`src/rtl/ifu_if.sv`:
```
// Instruction-fetch bus bundle.
// Groups the redirect input, the instruction-memory request/response
// channels, the IF/ID output channel and the delivered-instruction counter.
//   master : IFU side (drives imem_req_*, imem_rsp_ready, out_*, fetch_count)
//   slave  : environment side (memory, execute stage, IF/ID register)
interface ifu_if;
  logic        redirect_valid;
  logic [63:0] redirect_pc;
  logic        imem_req_valid;
  logic        imem_req_ready;
  logic [63:0] imem_req_addr;
  logic        imem_rsp_valid;
  logic        imem_rsp_ready;
  logic [31:0] imem_rsp_data;
  logic        imem_rsp_err;
  logic        out_valid;
  logic        out_ready;
  logic [63:0] out_pc;
  logic [31:0] out_inst;
  logic        out_fault;
  logic [63:0] fetch_count;

  modport master (
    input  redirect_valid, redirect_pc,
    input  imem_req_ready, imem_rsp_valid, imem_rsp_data, imem_rsp_err,
    input  out_ready,
    output imem_req_valid, imem_req_addr, imem_rsp_ready,
    output out_valid, out_pc, out_inst, out_fault, fetch_count
  );

  modport slave (
    output redirect_valid, redirect_pc,
    output imem_req_ready, imem_rsp_valid, imem_rsp_data, imem_rsp_err,
    output out_ready,
    input  imem_req_valid, imem_req_addr, imem_rsp_ready,
    input  out_valid, out_pc, out_inst, out_fault, fetch_count
  );
endinterface

```
`src/rtl/ifu.sv`:
```
// Instruction fetch unit.
// Issues one instruction-memory request at a time, buffers a single fetched
// instruction for the IF/ID register, and follows execute-stage redirects.
// Misaligned pcs (pc[1]=1) and memory access errors are delivered as faulting
// NOP instructions.
// Ports:
//   clk  - clock, all state updates on rising edge
//   rst  - synchronous active-high reset
//   bus  - ifu_if.master: redirect, imem request/response, IF/ID output,
//          fetch_count
module ifu #(
  parameter logic [63:0] RESET_PC = 64'h8000_0000,
  parameter logic [31:0] NOP_INST = 32'h0000_0013
) (
  input  logic   clk,
  input  logic   rst,
  ifu_if.master  bus
);

  typedef enum logic [1:0] {
    S_REQ,
    S_WAIT,
    S_OUT
  } state_t;

  state_t      state, stateNext;
  logic [63:0] pc, pcNext;
  logic [63:0] reqPc;
  logic        kill, killNext;
  logic [63:0] fetchCount, countNext;
  logic [63:0] bufPc;
  logic [31:0] bufInst;
  logic        bufErr;

  logic        reqValid, rspReady, outValid;
  logic        reqPcLoad, bufLoadRsp, bufLoadFault;
  logic [63:0] redirectTarget;

  assign redirectTarget = {bus.redirect_pc[63:1], 1'b0};

  always_ff @(posedge clk) begin
    if (rst) state <= S_REQ;
    else     state <= stateNext;
  end

  always_comb begin
    stateNext    = state;
    pcNext       = pc;
    killNext     = kill;
    countNext    = fetchCount;
    reqValid     = 1'b0;
    rspReady     = 1'b0;
    outValid     = 1'b0;
    reqPcLoad    = 1'b0;
    bufLoadRsp   = 1'b0;
    bufLoadFault = 1'b0;
    if (!rst) begin
      unique case (state)
        S_REQ: begin
          if (bus.redirect_valid) begin
            pcNext = redirectTarget;
          end else if (pc[1]) begin
            // Misaligned fetch never reaches memory; a faulting NOP is queued.
            bufLoadFault = 1'b1;
            stateNext    = S_OUT;
          end else begin
            reqValid = 1'b1;
            if (bus.imem_req_ready) begin
              reqPcLoad = 1'b1;
              stateNext = S_WAIT;
            end
          end
        end
        S_WAIT: begin
          rspReady = 1'b1;
          if (bus.redirect_valid) begin
            pcNext = redirectTarget;
            if (bus.imem_rsp_valid) begin
              // Response arriving with the redirect is the stale one: drop it here.
              killNext  = 1'b0;
              stateNext = S_REQ;
            end else begin
              killNext = 1'b1;
            end
          end else if (bus.imem_rsp_valid) begin
            killNext = 1'b0;
            if (kill) begin
              stateNext = S_REQ;
            end else begin
              bufLoadRsp = 1'b1;
              stateNext  = S_OUT;
            end
          end
        end
        S_OUT: begin
          if (bus.redirect_valid) begin
            pcNext    = redirectTarget;
            stateNext = S_REQ;
          end else begin
            outValid = 1'b1;
            if (bus.out_ready) begin
              pcNext    = bufPc + 64'd4;
              countNext = fetchCount + 64'd1;
              stateNext = S_REQ;
            end
          end
        end
        default: stateNext = S_REQ;
      endcase
    end
  end

  always_ff @(posedge clk) begin
    if (rst) begin
      pc         <= RESET_PC;
      kill       <= 1'b0;
      fetchCount <= '0;
      reqPc      <= '0;
      bufPc      <= '0;
      bufInst    <= '0;
      bufErr     <= 1'b0;
    end else begin
      pc         <= pcNext;
      kill       <= killNext;
      fetchCount <= countNext;
      if (reqPcLoad) reqPc <= pc;
      if (bufLoadRsp) begin
        bufPc   <= reqPc;
        bufInst <= bus.imem_rsp_data;
        bufErr  <= bus.imem_rsp_err;
      end else if (bufLoadFault) begin
        bufPc   <= pc;
        bufInst <= NOP_INST;
        bufErr  <= 1'b1;
      end
    end
  end

  assign bus.imem_req_valid = reqValid;
  assign bus.imem_req_addr  = pc;
  assign bus.imem_rsp_ready = rspReady;
  assign bus.out_valid      = outValid;
  assign bus.out_pc         = bufPc;
  assign bus.out_inst       = bufErr ? NOP_INST : bufInst;
  assign bus.out_fault      = bufErr && (state == S_OUT) && !rst;
  assign bus.fetch_count    = fetchCount;

endmodule

```
`src/flat_wrapper.sv`:
```
// flat-port wrapper written by rule: the top's interface ports become plain ports
module ifu_flat 
#(
  parameter logic [63:0] RESET_PC = 64'h8000_0000,
  parameter logic [31:0] NOP_INST = 32'h0000_0013
)
  (clk, rst, bus_redirect_valid, bus_redirect_pc, bus_imem_req_ready, bus_imem_rsp_valid, bus_imem_rsp_data, bus_imem_rsp_err, bus_out_ready, bus_imem_req_valid, bus_imem_req_addr, bus_imem_rsp_ready, bus_out_valid, bus_out_pc, bus_out_inst, bus_out_fault, bus_fetch_count);
  ifu_if bus_i ();
  input  logic clk;
  input  logic rst;
  input wire logic [$bits(bus_i.redirect_valid)-1:0] bus_redirect_valid;
  input wire logic [$bits(bus_i.redirect_pc)-1:0] bus_redirect_pc;
  input wire logic [$bits(bus_i.imem_req_ready)-1:0] bus_imem_req_ready;
  input wire logic [$bits(bus_i.imem_rsp_valid)-1:0] bus_imem_rsp_valid;
  input wire logic [$bits(bus_i.imem_rsp_data)-1:0] bus_imem_rsp_data;
  input wire logic [$bits(bus_i.imem_rsp_err)-1:0] bus_imem_rsp_err;
  input wire logic [$bits(bus_i.out_ready)-1:0] bus_out_ready;
  output wire logic [$bits(bus_i.imem_req_valid)-1:0] bus_imem_req_valid;
  output wire logic [$bits(bus_i.imem_req_addr)-1:0] bus_imem_req_addr;
  output wire logic [$bits(bus_i.imem_rsp_ready)-1:0] bus_imem_rsp_ready;
  output wire logic [$bits(bus_i.out_valid)-1:0] bus_out_valid;
  output wire logic [$bits(bus_i.out_pc)-1:0] bus_out_pc;
  output wire logic [$bits(bus_i.out_inst)-1:0] bus_out_inst;
  output wire logic [$bits(bus_i.out_fault)-1:0] bus_out_fault;
  output wire logic [$bits(bus_i.fetch_count)-1:0] bus_fetch_count;
  assign bus_i.redirect_valid = bus_redirect_valid;
  assign bus_i.redirect_pc = bus_redirect_pc;
  assign bus_i.imem_req_ready = bus_imem_req_ready;
  assign bus_i.imem_rsp_valid = bus_imem_rsp_valid;
  assign bus_i.imem_rsp_data = bus_imem_rsp_data;
  assign bus_i.imem_rsp_err = bus_imem_rsp_err;
  assign bus_i.out_ready = bus_out_ready;
  assign bus_imem_req_valid = bus_i.imem_req_valid;
  assign bus_imem_req_addr = bus_i.imem_req_addr;
  assign bus_imem_rsp_ready = bus_i.imem_rsp_ready;
  assign bus_out_valid = bus_i.out_valid;
  assign bus_out_pc = bus_i.out_pc;
  assign bus_out_inst = bus_i.out_inst;
  assign bus_out_fault = bus_i.out_fault;
  assign bus_fetch_count = bus_i.fetch_count;
  ifu #(.RESET_PC(RESET_PC), .NOP_INST(NOP_INST)) u_core (.clk(clk), .rst(rst), .bus(bus_i));
endmodule
```
`config.mk`:
```
export PLATFORM = sky130hd
export DESIGN_NAME = ifu_flat
export DESIGN_NICKNAME = d
export VERILOG_FILES = /design/src/rtl/ifu_if.sv /design/src/rtl/ifu.sv /design/src/flat_wrapper.sv
export SDC_FILE = /design/constraint.sdc
export NUM_CORES = 1
export LEC_CHECK = 0
export CAP_MARGIN = 30
export CORE_MARGIN = 2
export CORE_UTILIZATION = 45
export DETAILED_ROUTE_END_ITERATION = 16
export PLACE_DENSITY = 0.77
export SYNTH_ARGS = -nofsm -noshare
export SYNTH_HDL_FRONTEND = slang
export SYNTH_SLANG_ARGS = --single-unit
```
`constraint.sdc`:
```
create_clock -name clk -period 2.2 [get_ports clk]
set_input_delay 0.44 -clock clk [delete_from_list [all_inputs] [get_ports clk]]
set_output_delay 0.44 -clock clk [all_outputs]
set_load 0.01 [all_outputs]
```
# Yosys cells after proc, flatten, opt, wreduce, memory -nomap -nowiden

Cells that the tools add are included.

Memory bits (read-only): 0
Bits in registers: 292
Bits of input ports: 103
Output and inout bits: 228
Bits in writable memories: 0
Memories kept: 0
Word-level logic and storage cells: 77
Bits in latches: 0

Reduce and logical (&&, ||, !) cells: 12
Add/sub/neg operators: 2
$lt $le $gt $ge: 0
Bitwise logic cells: 1
Shift operators: 0
Mux-type cells: 47
Divide/modulo/power cells: 0
Equality and inequality tests: 7
Multiply operators: 0

Operators by type and width:

| operator                                                         | number |
|---|---|
| 64-bit 2-to-1 mux                                                | 5 |
| 64-bit case mux with 2 select lines                              | 1 |
| 32-bit 2-to-1 mux                                                | 3 |
| 64-bit by 1-bit adder with 64-bit output (second input constant) | 1 |
| 64-bit by 3-bit adder with 64-bit output (second input constant) | 1 |
| 1-bit 2-to-1 mux                                                 | 28 |
| 2-bit 2-to-1 mux                                                 | 9 |
| 2-bit case mux with 3 select lines                               | 1 |
| 3-bit AND reduction                                              | 2 |
| 2-bit nonzero test                                               | 3 |
| 2-bit != test (second input constant)                            | 2 |
| 4-bit AND reduction                                              | 1 |
| 3-bit by 2-bit != test with 1-bit output (second input constant) | 1 |
| 3-bit != test (second input constant)                            | 1 |
| 2-bit by 1-bit == test with 1-bit output (second input constant) | 1 |
| 2-bit == test (second input constant)                            | 1 |
| 1-bit logical AND                                                | 2 |
| 2-bit logical NOT                                                | 1 |
| 2-bit by 1-bit != test with 1-bit output (second input constant) | 1 |
| 2-bit AND reduction                                              | 1 |
| 2-bit OR reduction                                               | 1 |
| 1-bit logical NOT                                                | 1 |
| 1-bit inverter                                                   | 1 |

# Logic depth before layout (Yosys ltp)

Gate-level depths: netlist (run 1).

Word-level depth: 6
Gate-level depth with buffers: 9
Gate-level depth less buffers: 7

# Least setup slack after synthesis (run 1)

No wires, ideal clock.

Path kind: reg2reg
Start: register u_core.fetchCount[0] (netlist: u_core.bus.fetch_count[0])
End: register u_core.fetchCount[26] (netlist: u_core.bus.fetch_count[26])
Library setup time: 70 ps
Period minus slack after synthesis: 2,188 ps
Required time: 2,130 ps
Stages on the path, launching flop included: 8
Path slack: 12 ps
Buffers on the path: 2
Arrival: 2,118 ps
Cells stage by stage: dfxtp_1 ha_1 buf_1 nand3_1 or4_1 buf_2 or3_1 a21oi_1

Longest elaborated chain between the ends: 1

RTL lines:

| element                                  | line       | source |
|---|---|---|
| start: declaration                       | ifu.sv:30  | `logic [63:0] fetchCount, countNext;` |
| start signal: assignment                 | ifu.sv:125 | `fetchCount <= countNext;` |
| 64-bit by 1-bit adder with 64-bit output | ifu.sv:103 | `countNext = fetchCount + 64'd1;` |

Every way passes these cells.
A chain may end at the register's enable or synchronous reset.

# Worst setup path in the final report (run 1)

Start: input bus_redirect_valid
End: register u_core.fetchCount[63] (netlist: u_core.bus.fetch_count[63])

Longest elaborated chain between the ends: 2

RTL lines:

| element                              | line               | source |
|---|---|---|
| start: declaration                   | flat_wrapper.sv:11 | `input wire logic [$bits(bus_i.redirect_valid)-1:0] bus_redirect_valid;` |
| 1-bit inverter (no source line)      | n/a                |  |
| 3-bit AND reduction (no source line) | n/a                |  |

Every way passes these cells.

==> results of run 1 <==
## state kept, by name (all words and copies together), names as in the netlist
name / flops
u_core.bufErr: 1
u_core.bufInst: 32
u_core.bus.fetch_count: 64
u_core.bus.imem_req_addr: 64
u_core.bus.out_pc: 64
u_core.kill: 1
u_core.reqPc: 64
u_core.state: 2
## layout make-up
class | count | area [sq um] | area share (%)
clock buffers | 52 | 1030 | 5.38
well taps | 384 | 480 | 2.51
diodes | 4 | 10.0 | 0.0522
flip-flops and latches | 292 | 5860 | 30.5
multi-input cells | 1218 | 6990 | 36.4
repair buffers | 486 | 4700 | 24.5
clock inverters | 4 | 45.0 | 0.235
inverters | 17 | 63.8 | 0.333
## synth_stat cells, drive strengths merged, types with 2 or more instances
| library cell | count |
|---|---|
| o211ai | 4 |
| a311oi | 53 |
| nor2 | 181 |
| mux2 | 2 |
| and3 | 41 |
| xor2 | 38 |
| ha | 2 |
| a211oi | 11 |
| nand3 | 50 |
| a22o | 29 |
| xnor2 | 61 |
| clkbuf | 101 |
| and4 | 16 |
| nand2 | 308 |
| a221oi | 3 |
| a22oi | 12 |
| o21a | 4 |
| dfxtp | 292 |
| nand4b | 2 |
| o22ai | 35 |
| nand4 | 44 |
| nor3 | 41 |
| buf | 20 |
| inv | 17 |
| a31o | 4 |
| a21oi | 145 |
| nor2b | 30 |
| and2 | 3 |
| or3 | 20 |
| or2 | 7 |
| nor3b | 3 |
| nor4 | 18 |
| o21ai | 37 |
| or4 | 3 |
| a31oi | 5 |
## final timing paths
| path | end | slack (ns) | start | cells after the start |
|---|---|---|---|---|
| hold reg to reg | u_core.reqPc[49] | 0.45 | u_core.reqPc[49] | 2 |
| hold / removal | u_core.bus.fetch_count[8] | 0.21 | rst | 2 |
| setup / recovery | u_core.bus.fetch_count[63] | 0.05 | bus_redirect_valid | 8 |
| setup reg to reg | u_core.bus.imem_req_addr[51] | 0.11 | u_core.bus.out_pc[26] | 7 |
## cell families after synthesis
| family | share of synthesized area, % |
|---|---|
| compound gates | 16.6 |
| buf+inv | 4.04 |
| fa+ha+maj | 0.189 |
| mux | 0.170 |
| simple gates | 28.3 |
| xor+xnor | 6.54 |
| flops | 44.1 |
## cell usage in the layout (no fill, tap or decap), types with 37 or more instances in the layout
master and instances:
a21oi_1 144, clkbuf_16 37, xnor2_1 61, clkdlybuf4s50_1 309, a311oi_1 53, nand4_1 37
nand3_1 47, dfxtp_1 286, nor2_1 177, and3_1 39, buf_4 136, xor2_1 38
nand2_1 307
## per-layer routing
layer	up-vias	track usage [%]	wire length, um
li1	6590	-	-
met1	6600	36.1	18500
met2	661	46.2	21100
met3	125	3.81	3150
met4	0	12.6	1740
met5	-	0	0
## critical path, delay by kind of cell
kind / cells / cell delay, ns
buffers and inverters: 2 / 0.57
and+or+nand+nor: 5 / 1.20
muxes: 1 / 0.33
## stage by stage
step	cell area, sq um	setup TNS [ns]	utilization (%)	setup WS [ns]
2_1_floorplan	13300	0	-	0.0119
3_3_place_gp	18000	-39.96	62.3	-0.359
3_5_place_dp	18000	-41.09	62.4	-0.404
4_1_cts	19100	-0.00397	66.1	-0.00397
5_1_grt	19200	-0.00476	66.4	-0.00476
6_report	19200	0	66.5	0.0462
## repair_timing
item / CTS / global route
buffers inserted: 0 / 3
pin swaps: 0 / 4
endpoints found under the setup margin: 26 / 30
gates resized for setup: 21 / 23
hold buffers: 0 / 0
## report_power, final
group / internal (W) / leakage, nW / switching (W) / total (W)
registers: 0.00543 / 2.37 / 0.000159 / 0.00559
logic: 0.000649 / 4.16 / 0.000599 / 0.00125
clock network: 0.00333 / 0.530 / 0.00215 / 0.00548
==> reports/qor.yml, run 1 <==
cts:
  clk_pin_slew_ns: 0.06
  cts_root_buf: "clkbuf_16"
  cts_tree: "done"
  cts_buffer_depth: 3
  h-tree-depth: 2
  cts_sinks: 292
  numCtsBuffers: 34
  clock_latency_ns: 0.51
timing:
  finalSetupViolations: 0
  worstMarginPinSlew_ns: 0.861
  max_slew_margin_pct: 42.6
  fmax_mhz: 464
  fin_crit_sh_pct: 97.9
  hold_viol: 0
  hold_slack_ns: 0.207
  clock_skew_ns: 0.0177
  fin_crit_ns: 2.15
  report.final.slew_viol_count: 0
finish:
  layout-drive-gt1-share_pct: 13.0
  finalNetCount: 2154
  stdcell_count: 2457
  nFillCells: 2357
  area.growth.synth_to_final_pct: 44.6
critical_path:
  critical-path-max-stage-delay_ns: 0.42
  worst-setup-path-type: "in2reg"
  crit_arrival_ns: 2.54
  critPathRequiredTime_ns: 2.58
  start_kind: "input port"
  cp_slowest_cell: "clkdlybuf4s50_1"
  cp_cell_sequence: "clkdlybuf4s50_1 -> buf_4 -> nand4bb_1 -> nor4_1 -> nand4b_1 -> nor4_4 -> nand4_1 -> mux2_1"
  cp_max_fo: 4
  endpoint_kind: "register"
hold_path:
  min_path_type: "in2reg"
global_route:
  grt_max_degree: 89
  grt_pass1_vias: 13400
  gr-total-overflow: 0
  grt_first_pass_wirelength_um: 70100
  track_usage_pct: 27.8
  antenna_found_initial: 3
placement:
  gp_congestion: 0.879
  hpwl_um: 30400
  dp_cells: 2394
  port_buffers: 329
synthesis:
  ys_seq_area_share_pct: 44.1
  synth_area_leader_cell: "dfxtp_1"
  syn_nets: 1753
  synth_edf_count: 0
  synth_flop_cell: "dfxtp_1"
  netlist_top_cells_area: "dfxtp_1 44%, nand2_1 8.7%, a21oi_1 5.5%"
  yosysWarnings: 0
  synth_cell_types: 56
  yosys_register_bits: 292
  syn_area_sq_um: 13300
  synth_cells: 1648
  synth_area_per_cell_sq_um: 8.05
  asyncSetResetFlopFracSynth_pct: 0
  yosys.area.top_type_share_pct: 44.1
power:
  leakagePower_nw: 7.06
  total_power_w: 0.0123
  peakVddDrop_mv: 0.450
  power_density_nw_per_um2: 642
run:
  drv_cap: 0
die:
  io_pins: 331
  die_width_um: 176
  fp.coreArea_sq_um: 28900
  die_h_um: 176
  dieArea_sq_um: 30900
  start_util_pct: 46.0
  num_rows: 62
detailed_routing:
  detail_route.wl_per_cell_um: 18.1
  firstDrtPassIters: 7
  ant_nets: 0
  via_per_inst: 5.69
  drc_errors: 0
  dr.first_iter.drc_count: 1184
  vias: 14000
  drt_wl_total_um: 44500
status:
  status: "finished, final reports clean"
No activity file was read; power rests on OpenSTA's default activity.
==> run 2: changes to the inputs <==
==> constraint.sdc (replaced) <==
create_clock -name clk -period 2.2 [get_ports clk]
set_input_delay 0.44 -clock clk [delete_from_list [all_inputs] [get_ports clk]]
set_output_delay 0.44 -clock clk [all_outputs]
set_load 0.05 [all_outputs]
==> reports/qor.yml, run 2 (synthesis results as in run 1) <==
placement:
  gp_congestion: 0.899
  dp_cells: 2360
  hpwl_um: 29800
  place_ws_ns: -0.338
  port_buffers: 329
detailed_routing:
  drt_wl_total_um: 44000
  drc_errors: 0
  dr.max_layer_used: "met4"
  wl_met2_um: 21200
  wl_met3_um: 2980
  detail_route.wl_per_cell_um: 18.1
  firstDrtPassIters: 6
  via_per_inst: 5.66
  dr.first_iter.drc_count: 1486
  vias: 13700
  drt-met1-wl_um: 18300
  ant_nets: 0
critical_path:
  start_kind: "register"
  endpoint_kind: "output port"
  cp_slowest_cell: "clkdlybuf4s50_1"
  worst-setup-path-type: "reg2out"
  cp_max_fo: 4
  setup.worst_path.start: "u_core.bus.fetch_count[19]"
  ff2ff_setup_slack_ns: 0.10
  critPathRequiredTime_ns: 1.76
  cp_num_buf_inv: 1
  path_delay_family: "buffers and inverters"
  crit_arrival_ns: 1.73
  critical-path-max-stage-delay_ns: 0.81
  r2r-start: "u_core.bus.fetch_count[7]"
  cp_cell_sequence: "clkdlybuf4s50_1"
power:
  leakagePower_nw: 7.75
  total_power_w: 0.0125
  peakVddDrop_mv: 0.576
  power_density_nw_per_um2: 662
finish:
  layout-drive-gt1-share_pct: 16.8
  mostFrequentLayoutCell: "nand2_1"
  stdcell_count: 2426
  area.growth.synth_to_final_pct: 42.1
  finalNetCount: 2120
  mostFrequentLayoutCells: "307 x nand2_1, 227 x dfxtp_1, 179 x dlygate4sd2_1"
die:
  num_rows: 62
  start_util_pct: 46.0
  die_h_um: 176
  dieArea_sq_um: 30900
  die_width_um: 176
  fp.coreArea_sq_um: 28900
  io_pins: 331
cts:
  hold_buffers: 0
  clk_pin_slew_ns: 0.07
  cts_sinks: 292
  cts_root_buf: "clkbuf_16"
  clock_latency_ns: 0.56
  numCtsBuffers: 31
  cts_buffer_depth: 3
  cts_tree: "done"
  h-tree-depth: 1
global_route:
  grt_pass1_vias: 13100
  track_usage_pct: 27.4
  gr-total-overflow: 0
  antenna_found_initial: 3
  grt_max_degree: 77
  grt_first_pass_wirelength_um: 69300
timing:
  worstMarginPinSlew_ns: 0.806
  clock_skew_ns: 0.00858
  fmax_mhz: 462
  fin_crit_sh_pct: 98.4
  fin_crit_ns: 2.17
  max_slew_margin_pct: 46.3
  rsz0062_at_grt: "true"
  worst_slack_ns: 0.0344
  finalSetupTns_ns: 0
  hold_viol: 0
  report.final.slew_viol_count: 0
  finalSetupViolations: 0
  hold_slack_ns: 0.197
status:
  status: "finished, final reports clean"
hold_path:
  min_from: "rst"
  min_path_type: "in2reg"
run:
  drv_cap: 0
run 2: changes by cell type in the layout (fill, tap and decap cells not counted), sizes merged, moves of 2 or more:
cell / previous run / this run
buf: 157 / 162
clkinvlp: 0 / 4
inv: 17 / 19
clkbuf: 54 / 45
dlygate4sd2: 11 / 179
clkdlybuf4s50: 309 / 106
run 2: area by class of cell:
type                            count  area (sq um)
Fill cell                        2415         10000
Inverter                           17          67.6
Timing Repair Buffer              454          4280
Clock inverter                     12           133
Antenna cell                        4          10.0
Multi-Input combinational cell   1219          7040
Sequential cell                   292          5930
Clock buffer                       44           906
Tap cell                          384           480
run 2: per-layer routing:
layer  up-vias  GRT usage [%]
li1       6522              -
met1      6521           35.9
met2       584           45.8
met3       105           3.77
met4         0           10.5
met5         -              0
run 2: path summary, 6_finish.rpt:
path | endpoint | cells after the start
setup / recovery | bus_fetch_count[19] | 1
hold / removal | u_core.bus.fetch_count[5] | 2
setup reg to reg | u_core.bus.fetch_count[25] | 8
hold reg to reg | u_core.reqPc[17] | 2
run 2: worst reg2reg max path: stages (launching register included):
cell and delay [ns]:
dfxtp_2 0.36, and4_2 0.28, nand3_1 0.16, nor4_4 0.43, buf_4 0.24, buf_12 0.13, nand4_1 0.11, xor2_1 0.18
nor2_1 0.07
run 2: power breakdown:
part	internal, W	switching, W	total (W)
combinational	0.000583	0.000982	0.00156
sequential	0.00543	0.000154	0.00558
clock	0.00310	0.00222	0.00533
total	0.00911	0.00336	0.0125
run 2: per-stage QoR:
| step | cell area (sq um) | utilization (%) |
|---|---|---|
| 6_report | 18800 | 65.3 |
| 5_1_grt | 18800 | 65.3 |
| 4_1_cts | 18700 | 64.8 |
| 3_5_place_dp | 17900 | 61.9 |
| 3_3_place_gp | 17900 | 61.9 |
| 2_1_floorplan | 13400 | - |
run 2: what timing repair did:
| action | in CTS | in global routing |
|---|---|---|
| buffers inserted | 0 | 5 |
| cloned | 0 | 1 |
| resized for setup | 183 | 26 |
| endpoints found under the hold margin | 0 | 0 |
| setup endpoints to repair | 202 | 30 |
| pin swaps | 0 | 4 |
